--- config.mk ---
export PLATFORM = sky130hd
export DESIGN_NAME = lm_sm_sequencer
export DESIGN_NICKNAME = d
export VERILOG_FILES = /design/src/rtl/lm_sm_sequencer_pkg.sv /design/src/rtl/lm_sm_sequencer_lowest_set_bit8.sv /design/src/rtl/lm_sm_sequencer.sv
export SDC_FILE = /design/constraint.sdc
export NUM_CORES = 1
export LEC_CHECK = 0
export BUFFER_PORTS_ARGS = -buffer_cell sky130_fd_sc_hd__buf_2
export CAP_MARGIN = 15
export CORE_UTILIZATION = 40
export DETAILED_ROUTE_END_ITERATION = 8
export MAX_ROUTING_LAYER = met4
export PLACE_DENSITY = 0.62
export SLEW_MARGIN = 5
export SYNTH_ARGS = -nofsm -noshare
export SYNTH_HDL_FRONTEND = slang
export SYNTH_HIERARCHICAL = 1
export SYNTH_SLANG_ARGS = --single-unit
--- constraint.sdc ---
create_clock -name clk -period 4.9 [get_ports clk]
set_clock_uncertainty 0.15 [all_clocks]
set_input_delay 0 -clock clk [delete_from_list [all_inputs] [get_ports clk]]
set_output_delay 0 -clock clk [all_outputs]
set_load 0.005 [all_outputs]
--- src/rtl/lm_sm_sequencer_pkg.sv ---
// ---------------------------------------------------------------------------
// lm_sm_sequencer_pkg
//   Shared definitions for the LM/SM multi-register transfer sequencer:
//   opcode encodings, FSM state encoding and small combinational helpers.
//   The opcode list must stay consistent with the forwarding units'
//   parameter sets.
// ---------------------------------------------------------------------------
package lm_sm_sequencer_pkg;

    localparam logic [3:0] OP_LM = 4'b0110;
    localparam logic [3:0] OP_SM = 4'b0111;

    typedef enum logic [1:0] {
        ST_IDLE = 2'b00,
        ST_XFER = 2'b01,
        ST_DONE = 2'b10
    } seq_state_e;

    // True for the two opcodes this sequencer expands.
    function automatic logic is_lm_sm(input logic [3:0] op);
        return (op == OP_LM) || (op == OP_SM);
    endfunction

    // Clear the lowest set bit of a register list (the one just transferred).
    function automatic logic [7:0] clear_lowest(input logic [7:0] m);
        return m & (m - 8'd1);
    endfunction

endpackage

--- src/rtl/lm_sm_sequencer_lowest_set_bit8.sv ---
// ---------------------------------------------------------------------------
// lowest_set_bit8
//   Combinational 8->3 priority encoder; the least significant set bit wins.
//   Ports:
//     mask   in  8  register list
//     idx    out 3  index of the lowest set bit (0 when mask is empty)
//     valid  out 1  mask has at least one bit set
// ---------------------------------------------------------------------------
module lowest_set_bit8 (
    input  logic [7:0] mask,
    output logic [2:0] idx,
    output logic       valid
);

    // LSB-first priority encode of the register list.
    always_comb begin
        idx   = 3'd0;
        valid = |mask;
        casez (mask)
            8'b???????1: idx = 3'd0;
            8'b??????10: idx = 3'd1;
            8'b?????100: idx = 3'd2;
            8'b????1000: idx = 3'd3;
            8'b???10000: idx = 3'd4;
            8'b??100000: idx = 3'd5;
            8'b?1000000: idx = 3'd6;
            8'b10000000: idx = 3'd7;
            default:     idx = 3'd0;
        endcase
    end

endmodule

--- src/rtl/lm_sm_sequencer.sv ---
// ---------------------------------------------------------------------------
// lm_sm_sequencer
//   Expands one LM/SM instruction into one data-memory access per set bit of
//   its register list, lowest register first, at consecutive addresses from
//   the base held in regA. Stalls the front of the pipeline while transfers
//   are in progress. All outputs are decoded from registered state only.
//   Ports:
//     clk        in   1   clock, rising edge
//     rst_n      in   1   asynchronous active-low reset
//     start      in   1   decode-stage instruction valid
//     ir_in      in   16  instruction: [15:12] opcode, [7:0] register list
//     base_addr  in   AW  base address (regA, already forwarded)
//     flush      in   1   squash; aborts a sequence in progress
//     busy       out  1   sequence active (XFER or DONE)
//     stall      out  1   hold IF/ID, insert bubble (XFER)
//     mem_addr   out  AW  data-memory address of the current transfer
//     mem_we     out  1   SM transfer: write RF[reg_sel] to memory
//     rf_we      out  1   LM transfer: write memory read data to RF[reg_sel]
//     reg_sel    out  3   register index of the current transfer
//     done       out  1   one-cycle completion pulse
// ---------------------------------------------------------------------------
module lm_sm_sequencer
    import lm_sm_sequencer_pkg::*;
#(
    parameter int AW    = 16,
    parameter int NREGS = 8
) (
    input  logic          clk,
    input  logic          rst_n,
    input  logic          start,
    input  logic [15:0]   ir_in,
    input  logic [AW-1:0] base_addr,
    input  logic          flush,
    output logic          busy,
    output logic          stall,
    output logic [AW-1:0] mem_addr,
    output logic          mem_we,
    output logic          rf_we,
    output logic [2:0]    reg_sel,
    output logic          done
);

    seq_state_e       state_r;
    seq_state_e       state_next_s;
    logic [NREGS-1:0] mask_r;
    logic [AW-1:0]    base_r;
    logic             is_load_r;
    // 3-bit transfer count plus carry; zero-extended before the address add.
    logic [3:0]       offset_r;

    logic [2:0]       low_idx_s;
    logic             low_valid_s;
    logic [7:0]       mask_after_s;
    logic             accept_s;

    logic             busy_s;
    logic             stall_s;
    logic [AW-1:0]    mem_addr_s;
    logic             mem_we_s;
    logic             rf_we_s;
    logic [2:0]       reg_sel_s;
    logic             done_s;

    // Opcode-independent instruction bits are not needed here.
    logic             unused_ir_s;
    assign unused_ir_s = ^{ir_in[11:8], low_valid_s};

    lowest_set_bit8 u_lsb (
        .mask  (mask_r),
        .idx   (low_idx_s),
        .valid (low_valid_s)
    );

    assign mask_after_s = clear_lowest(mask_r);
    assign accept_s     = start && is_lm_sm(ir_in[15:12]);

    // State register.
    always_ff @(posedge clk or negedge rst_n) begin
        if (!rst_n) begin
            state_r <= ST_IDLE;
        end else begin
            state_r <= state_next_s;
        end
    end

    // Next-state logic; flush wins over completion of the last transfer.
    always_comb begin
        state_next_s = ST_IDLE;
        case (state_r)
            ST_IDLE: begin
                if (accept_s) begin
                    state_next_s = (ir_in[7:0] != 8'd0) ? ST_XFER : ST_DONE;
                end else begin
                    state_next_s = ST_IDLE;
                end
            end
            ST_XFER: begin
                if (flush) begin
                    state_next_s = ST_IDLE;
                end else if (mask_after_s == 8'd0) begin
                    state_next_s = ST_DONE;
                end else begin
                    state_next_s = ST_XFER;
                end
            end
            ST_DONE: state_next_s = ST_IDLE;
            default: state_next_s = ST_IDLE;
        endcase
    end

    // Sequence context: list, base, direction and transfer offset.
    always_ff @(posedge clk or negedge rst_n) begin
        if (!rst_n) begin
            mask_r    <= 8'd0;
            base_r    <= {AW{1'b0}};
            is_load_r <= 1'b0;
            offset_r  <= 4'd0;
        end else begin
            case (state_r)
                ST_IDLE: begin
                    if (accept_s) begin
                        mask_r    <= ir_in[7:0];
                        base_r    <= base_addr;
                        is_load_r <= (ir_in[15:12] == OP_LM);
                        offset_r  <= 4'd0;
                    end else begin
                        mask_r    <= mask_r;
                        base_r    <= base_r;
                        is_load_r <= is_load_r;
                        offset_r  <= offset_r;
                    end
                end
                ST_XFER: begin
                    if (flush) begin
                        mask_r   <= 8'd0;
                        offset_r <= 4'd0;
                    end else begin
                        mask_r   <= mask_after_s;
                        offset_r <= offset_r + 4'd1;
                    end
                end
                ST_DONE: begin
                    mask_r   <= 8'd0;
                    offset_r <= 4'd0;
                end
                default: begin
                    mask_r   <= 8'd0;
                    offset_r <= 4'd0;
                end
            endcase
        end
    end

    // Moore output decode from registered state only.
    always_comb begin
        busy_s     = 1'b0;
        stall_s    = 1'b0;
        mem_addr_s = {AW{1'b0}};
        mem_we_s   = 1'b0;
        rf_we_s    = 1'b0;
        reg_sel_s  = 3'd0;
        done_s     = 1'b0;
        case (state_r)
            ST_IDLE: begin
                busy_s = 1'b0;
            end
            ST_XFER: begin
                busy_s     = 1'b1;
                stall_s    = 1'b1;
                // Address wraps modulo 2**AW by truncation of the sum.
                mem_addr_s = base_r + {{(AW-4){1'b0}}, offset_r};
                mem_we_s   = !is_load_r;
                rf_we_s    = is_load_r;
                reg_sel_s  = low_idx_s;
            end
            ST_DONE: begin
                busy_s = 1'b1;
                done_s = 1'b1;
            end
            default: begin
                busy_s = 1'b0;
            end
        endcase
    end

    assign busy     = busy_s;
    assign stall    = stall_s;
    assign mem_addr = mem_addr_s;
    assign mem_we   = mem_we_s;
    assign rf_we    = rf_we_s;
    assign reg_sel  = reg_sel_s;
    assign done     = done_s;

endmodule

==> results.cfg, run 1 <==
[power]
powerDensity_nw_per_um2 = 284
intPower_mw = 0.507
worst_ir_drop_vdd_uv = 138
swShare = 0.334
leakagePower_nw = 1.34
pwr-share-comb = 0.265
clockPowerShare = 0.260
pwr-share-seq = 0.475
p_sw_mw = 0.255

[drt]
met3_length_um = 218
drc = 0
wl_met2_um = 2280
wl_met1_um = 2520
drt_iter0_markers = 87
first_pass_iters = 7
vias_per_cell = 5.09
num_vias = 1965
ant_nets = 0
wl_um = 5080
topRoutingLayerUsed = met4
wire_per_inst_um = 13.1

[finish]
diodes = 0
multi_input_area_um2 = 1150
drive_above_1_share = 0.207
final_nets = 363
synthToLayoutAreaGrowth_pct = 34.5
postLayoutCoreUtil = 0.564
register_area_um2 = 776
nFillCells = 468

[worst_setup_path]
rr_worst_depth = 6
critPathSlowestCell = a21oi_1
path_cells = ha_1 -> fa_1 -> a21o_1 -> a21oi_1 -> o21ai_0 -> a21boi_0 -> buf_2
cp_top_family = compound AO/OA/AOI/OAI gates
start_kind = flop
cp.arrival_ns = 2.73
reg2reg_slack_ns = 2.07
cp_data_required_time_ns = 4.75
cp-end-kind = output port
path_class = reg -> out
r2r-end = mask_r[7]
cp.buffers_inverters = 1
critical_path.max_stage_delay_ns = 0.63
rr_startpoint = state_r[1]
crit_fanout = 10

[global_routing]
grt_max_degree = 32
grt-ovfl-total = 0
grt_pass1_vias = 1677
antenna_found_initial = 0
grt_pass1_wl_um = 8030
gr-usage-all-layers = 0.205

[floorplan]
io_pins = 60
die_x_um = 72.6
dieHeight_um = 72.6
rows = 25
die_area_um2 = 5270
coreArea_um2 = 4750
initial_core_util = 0.419

[clock_tree]
htreeDepth = 2
cts_num_sinks = 31
cts_root_buffer = clkbuf_8
cts_max_path_buffers = 2
clock_latency_ns = 0.28
post_cts_buffers = 0
cts_hold_buf = 28
cts_buffers = 5
clk_pin_slew_ns = 0.07
cts-resized-gates = 0
cts_tree = built

[timing]
rsz0062_at_grt = false
finalSetupTns_ns = 0
hold_viol = 0
slew_headroom = 0.427
finalSetupViolCount = 0
fmax_ghz = 0.347
fin_crit_ns = 2.88
worst_slew_pin_slew_ns = 0.859
min_period_over_period = 0.589
finalMaxSlewViolations = 0

[hold_path]
hold_path_class = in -> reg
hold_path_depth = 4
whs_endpoint = mask_r[0]
holdCritStartpoint = ir_in[15]

[yosys]
ys_warn_count = 6
synth_nets = 282
synth_cells = 237
avgSynthCellArea_um2 = 8.40
syn_area_um2 = 1990

[flow_run]
cap_violations = 0

[place]
portBuffers = 55
dpl.hpwl_um = 3350
routabilityCongestion = 0.779

[outcome]
status = complete, no violations
==> cell usage in the layout (no fill, tap or decap), types with 5 or more instances in the layout <==
cell / n
a21boi_0: 10
a22o_1: 6
and2_1: 9
buf_2: 55
clkbuf_8: 5
dfrtp_1: 31
dlygate4sd3_1: 28
ha_1: 8
inv_1: 6
nand2_1: 66
nand3_1: 5
nor2_1: 6
o21ai_0: 19
or3_1: 8
==> power groups by stage <==
stage                     clock network, mW  logic (mW)  registers, mW
after floorplan                           0       0.135          0.351
after global routing                  0.217       0.232          0.370
after detailed placement                  0       0.181          0.366
final                                 0.198       0.202          0.362
after CTS                             0.206       0.203          0.361
after global placement                    0       0.177          0.363
==> sequential cells by signal, summed over array words and instances, names as in the netlist <==
name	count
state_r	2
offset_r	4
mask_r	8
base_r	16
is_load_r	1
==> metrics by stage <==
stage	setup slack (ns)	hold WS, ns	cells	cell area [um2]	power, mW
floorplan	2.83	-0.446	237	1990	0.485
detailed placement	2.31	-0.0418	350	2320	0.548
CTS	2.00	0.143	386	2680	0.769
global placement	2.41	-0.0445	350	2320	0.541
global route	1.81	0.231	386	2680	0.820
finish	2.02	0.148	386	2680	0.762
==> layout make-up <==
cell class / instances / area share
clock buffer: 7 / 0.0285
timing repair buffer: 84 / 0.210
tap: 67 / 0.0313
inverter: 6 / 0.00840
clock inverter: 1 / 0.00187
multi-input combinational: 190 / 0.430
sequential: 31 / 0.289
==> per-layer routing <==
metal  GRT usage  up-vias
met4      0.0523        0
met3      0.0486        8
li1            -      997
met1       0.283      910
met2       0.303       50
met5           -        -
==> how the worst max path moves through the flow <==
| stage | from | end | slack [ns] | cells after the start |
|---|---|---|---|---|
| finish | offset_r[0] | mem_addr[14] | 2.02 | 7 |
| global route | offset_r[0] | mem_addr[6] | 1.81 | 7 |
| CTS | offset_r[0] | mem_addr[14] | 2.00 | 7 |
| detailed placement | offset_r[0] | mem_addr[14] | 2.31 | 7 |
| global placement | offset_r[0] | mem_addr[14] | 2.41 | 7 |
| floorplan | offset_r[0] | mem_addr[12] | 2.83 | 6 |
==> tightest hold or removal path: stages <==
cell and delay [ns]:
buf_2 0.07, nand4b_1 0.26, mux2i_1 0.12, nor2_1 0.08
Note: power is estimated with default switching activity, not from simulation.
==> inputs of run 2 (changes only) <==
--- a/config.mk
+++ b/config.mk
@@ -5,12 +5,13 @@
 export SDC_FILE = /design/constraint.sdc
 export NUM_CORES = 1
 export LEC_CHECK = 0
+export ABC_AREA = 1
 export BUFFER_PORTS_ARGS = -buffer_cell sky130_fd_sc_hd__buf_2
 export CAP_MARGIN = 15
 export CORE_UTILIZATION = 40
 export DETAILED_ROUTE_END_ITERATION = 8
 export MAX_ROUTING_LAYER = met4
-export PLACE_DENSITY = 0.62
+export PLACE_DENSITY = 0.61
 export SLEW_MARGIN = 5
 export SYNTH_ARGS = -nofsm -noshare
 export SYNTH_HDL_FRONTEND = slang
==> constraint.sdc (replaced) <==
create_clock -name clk -period 2.7 [get_ports clk]
set_clock_uncertainty 0.15 [all_clocks]
set_input_delay 0 -clock clk [delete_from_list [all_inputs] [get_ports clk]]
set_output_delay 0 -clock clk [all_outputs]
set_load 0.005 [all_outputs]
==> run 2 against run 1 <==
- non-clock buffer count rose by 1
- clock power grew 67%
- wire length increased by 5.4%
- core utilization grew 0.35 points
- clock-buffer cell count fell by 1
- critical path depth increased by 1
- die area is 5.0% higher
- synthesized area up 5.1%
==> results.cfg, run 2 <==
[floorplan]
die_area_um2 = 5530
io_pins = 60
coreArea_um2 = 4880
rows = 25
die_x_um = 74.3
dieHeight_um = 74.3
initial_core_util = 0.429

[finish]
reg.largest.list = base_r: 16 flops, mask_r: 8 flops, offset_r: 4 flops
final_common_cell = nand2_1
drive_above_1_share = 0.196
finalNonFillerCells = 454
regMostFlops = base_r
synthToLayoutAreaGrowth_pct = 32.2
layout_common_cells = 101 x nand2_1, 55 x buf_2, 36 x nor2_1
final_nets = 433
largest_register_ffs = 16
diodes = 0

[worst_setup_path]
cp.arrival_ns = 2.24
path_class = reg -> reg
setup.worst_path.end = state_r[0]
critical_path.max_stage_delay_ns = 0.55
rr_startpoint = state_r[1]
cp-end-kind = flop
critPathSlowestCell = dlygate4sd3_1
cp_data_required_time_ns = 2.77
crit_path_frequent_cell = nand2_1
crit_fanout = 20
reg2reg_slack_ns = 0.52
rr_worst_depth = 8
path_cells = inv_1 -> ha_1 -> inv_2 -> nor2_2 -> buf_4 -> nand2_1 -> nand2_1 -> dlygate4sd3_1
start_kind = flop
r2r-end = state_r[0]
startpoint = state_r[1]

[clock_tree]
cts_max_path_buffers = 2
cts_root_buffer = clkbuf_8
cts_tree = built
cts_num_sinks = 31
htreeDepth = 2
cts_buffers = 5
post_cts_buffers = 0
clock_latency_ns = 0.28
cts-resized-gates = 0
clk_pin_slew_ns = 0.06

[drt]
wl_um = 5350
first_pass_iters = 4
num_vias = 2192
wire_per_inst_um = 11.8
drt_iter0_markers = 128
vias_per_cell = 4.83
ant_nets = 0
drc = 0

[power]
powerDensity_nw_per_um2 = 617
leakagePower_nw = 1.50
worst_ir_drop_vdd_uv = 347

[global_routing]
grt_pass1_vias = 2056
grt_max_degree = 32
grt_pass1_wl_um = 9180
grt-ovfl-total = 0
gr-usage-all-layers = 0.226
antenna_found_initial = 0

[timing]
min_period_over_period = 0.806
finalSetupTns_ns = 0
worst_slew_pin_slew_ns = 0.711
rsz0062_at_grt = false
hold_ws_ns = 0.142
fmax_ghz = 0.460
slew_headroom = 0.526
finalMaxSlewViolations = 0
fin_crit_ns = 2.18
finalSetupViolCount = 0
hold_viol = 0

[place]
portBuffers = 55
routabilityCongestion = 0.884
dpl.hpwl_um = 3850
dp.cells = 420

[outcome]
status = complete, no violations

[yosys]
syn_area_um2 = 2090
ys_warn_count = 6
synth_nets = 348
synth_cells = 303
avgSynthCellArea_um2 = 6.91

[flow_run]
cap_violations = 0

[hold_path]
hold_path_class = in -> reg
[run 2: report_power, final]
group	switching [mW]	internal [mW]	total [mW]
registers	0.169	0.587	0.756
logic	0.352	0.270	0.622
clock network	0.159	0.171	0.331
[run 2: per-layer routing]
layer | up-vias | part of all wire | global-route usage
li1 | 1151 | - | -
met1 | 976 | 0.47 | 0.277
met4 | 0 | 0.015 | 0.0629
met5 | - | 0 | -
met3 | 9 | 0.043 | 0.0461
met2 | 56 | 0.47 | 0.379
[run 2: metrics by stage]
stage	area [um2]	power (mW)	setup slack, ns	utilization
2_1_floorplan	2090	1.18	1.07	-
3_3_place_gp	2410	1.34	0.845	0.495
3_5_place_dp	2410	1.36	0.832	0.495
4_1_cts	2770	1.73	0.499	0.567
5_1_grt	2770	1.87	0.342	0.567
6_report	2770	1.71	0.525	0.567
[run 2: repair_timing]
| action | in CTS | in global routing |
|---|---|---|
| hold buffers | 28 | 0 |
| endpoints found under the hold margin | 61 | 0 |
| endpoints found under the setup margin | 0 | 0 |
[run 2: layout make-up]
type | instances | area [um2]
tap | 67 | 83.8
multi-input combinational | 233 | 1140
fill | 483 | 2110
timing repair buffer | 85 | 571
inverter | 32 | 120
sequential | 31 | 776
clock buffer | 6 | 72.6
[run 2: worst min path at each step]
stage                     startpoint        end  slack, ns  depth (start not counted)
final                      ir_in[13]  mask_r[7]       0.14                          4
after global routing       ir_in[14]  mask_r[7]       0.20                          4
after CTS                  ir_in[15]  mask_r[7]       0.14                          5
after detailed placement       rst_n  base_r[6]      -0.05                          1
after global placement         rst_n  base_r[5]      -0.05                          1
after floorplan                rst_n  base_r[0]      -0.45                          0
[run 2: worst max-delay path, delay by kind of cell, from the launching register on]
kind,cells,cell delay [ns]
adder cells (fa/ha/maj),1,0.35
flip-flops,1,0.38
buffers and inverters,4,0.95
AND/OR/NAND/NOR,3,0.28
==> inputs of run 3 (changes only) <==
--- a/config.mk
+++ b/config.mk
@@ -5,13 +5,13 @@
 export SDC_FILE = /design/constraint.sdc
 export NUM_CORES = 1
 export LEC_CHECK = 0
-export ABC_AREA = 1
+export ABC_AREA = 0
 export BUFFER_PORTS_ARGS = -buffer_cell sky130_fd_sc_hd__buf_2
 export CAP_MARGIN = 15
 export CORE_UTILIZATION = 40
 export DETAILED_ROUTE_END_ITERATION = 8
 export MAX_ROUTING_LAYER = met4
-export PLACE_DENSITY = 0.61
+export PLACE_DENSITY = 0.64
 export SLEW_MARGIN = 5
 export SYNTH_ARGS = -nofsm -noshare
 export SYNTH_HDL_FRONTEND = slang
==> constraint.sdc (replaced) <==
create_clock -name clk -period 2 [get_ports clk]
set_clock_uncertainty 0.15 [all_clocks]
set_input_delay 0 -clock clk [delete_from_list [all_inputs] [get_ports clk]]
set_output_delay 0 -clock clk [all_outputs]
set_load 0.005 [all_outputs]
==> run 3 against run 2 <==
- the run now ends with setup timing left
- core utilization increased by 4.4 points
- flip-flop and latch count unchanged
- via count decreased by 7.0%
- combinational power decreased by 5.0%
- worst hold slack improved by 0.0098 ns
- final cell count decreased by 10%
- wire length decreased by 0.56%
- power increased by 15%
- sequential share of layout area decreased by 1.3 points
- critical path type is now reg -> out
==> results.cfg, run 3 (synthesized netlist as in run 1, its figures left out) <==
[outcome]
status = finished with violations
violations = setup timing

[finish]
final_common_cell = nand2_1
diodes = 0
largest_register_ffs = 16
regMostFlops = base_r
finalNonFillerCells = 407
nFillCells = 450
layout_common_cells = 66 x nand2_1, 55 x buf_2, 31 x dfrtp_1
drive_above_1_share = 0.294
design_area_um2 = 2900
reg.largest.list = base_r: 16 flops, mask_r: 8 flops, offset_r: 4 flops
final_nets = 384
synthToLayoutAreaGrowth_pct = 45.8

[worst_setup_path]
cp-end-kind = output port
start_kind = flop
crit_fanout = 5
cp.arrival_ns = 2.05
path_class = reg -> out
cp_data_required_time_ns = 1.85

[timing]
worst_slew_pin_slew_ns = 0.711
rsz0062_at_grt = true
fmax_ghz = 0.454
finalWorstSetupSlack_ns = -0.205
min_period_over_period = 1.10
finalMaxSlewViolations = 0
slew_headroom = 0.526
finalSetupViolCount = 12
finalSetupTns_ns = -1.70
hold_viol = 0
fin_crit_ns = 2.20

[power]
worst_ir_drop_vdd_uv = 381
leakagePower_nw = 1.45
powerDensity_nw_per_um2 = 675

[drt]
drt_iter0_markers = 59
wire_per_inst_um = 13.1
wl_um = 5320
ant_nets = 0
first_pass_iters = 4
num_vias = 2039
vias_per_cell = 5.01
drc = 0

[clock_tree]
cts_tree = built
clk_pin_slew_ns = 0.07
cts_max_path_buffers = 2
cts_num_sinks = 31
htreeDepth = 2
cts_buffers = 5
clock_latency_ns = 0.29
cts_root_buffer = clkbuf_8

[global_routing]
gr-usage-all-layers = 0.226
antenna_found_initial = 0
grt_pass1_wl_um = 8780
grt-ovfl-total = 0
grt_pass1_vias = 1933
grt_max_degree = 32

[floorplan]
coreArea_um2 = 4750
dieHeight_um = 72.6
die_area_um2 = 5270
die_x_um = 72.6
initial_core_util = 0.419
rows = 25
io_pins = 60

[place]
portBuffers = 55
dpl.hpwl_um = 3580
routabilityCongestion = 0.800
dp.cells = 370
detailed_place.area_um2 = 2470

[hold_path]
hold_path_class = in -> async

[flow_run]
cap_violations = 0
-- run 3: report_power, final --
part           leakage (nW)  internal [mW]  switching, mW  total (mW)
Sequential            0.402          0.734          0.132       0.866
Combinational          1.01          0.321          0.270       0.591
Clock                0.0402          0.242          0.262       0.504
-- run 3: worst paths after layout --
| kind | from | to | slack (ns) | cells past startpoint |
|---|---|---|---|---|
| setup / recovery | base_r[0] | mem_addr[10] | -0.20 | 8 |
| hold / removal | rst_n | base_r[13] | 0.15 | 2 |
| setup reg to reg | mask_r[1] | state_r[0] | 0.07 | 4 |
| hold reg to reg | base_r[0] | base_r[0] | 0.35 | 2 |
| max in group asynchronous | rst_n | base_r[3] | 1.09 | 2 |
| min in group clk | ir_in[15] | mask_r[7] | 0.16 | 4 |
-- run 3: worst max-delay path, cell delays in order, from the launching register on --
cell     delay (ns)
dfrtp_1        0.38
ha_2           0.20
fa_2           0.34
a21o_1         0.17
a21oi_2        0.16
buf_4          0.16
nor3b_2        0.05
mux2i_1        0.17
buf_2          0.14
-- run 3: area by class of cell --
| class | count | area (um2) | share of cell area |
|---|---|---|---|
| tap | 67 | 83.8 | 0.0289 |
| multi-input combinational | 190 | 1210 | 0.416 |
| inverter | 6 | 22.5 | 0.00776 |
| clock inverter | 3 | 20.0 | 0.00689 |
| timing repair buffer | 105 | 726 | 0.250 |
| clock buffer | 5 | 68.8 | 0.0237 |
| sequential | 31 | 776 | 0.267 |
-- run 3: layer usage --
metal	track usage	routed length [um]
met4	0.0741	86
met5	-	0
met3	0.0542	197
met1	0.269	2320
met2	0.376	2720
-- run 3: what timing repair did --
action                                 4_1_cts  5_1_grt
gates resized for setup                     25        4
gates cloned                                 0        0
hold buffers                                27        0
setup endpoints to repair                   12       12
endpoints found under the hold margin       61        0
pin swaps                                    5        6
buffers inserted                             2        0
-- run 3: per-stage QoR --
stage,power (mW),util,setup WS [ns],hold slack (ns)
after CTS,1.98,0.608,-0.210,0.154
final,1.96,0.611,-0.205,0.152
after floorplan,1.19,-,0.0164,-0.446
after global routing,2.10,0.611,-0.332,0.175
after detailed placement,1.39,0.520,-0.000577,-0.0504
after global placement,1.38,0.520,0.00925,-0.0590
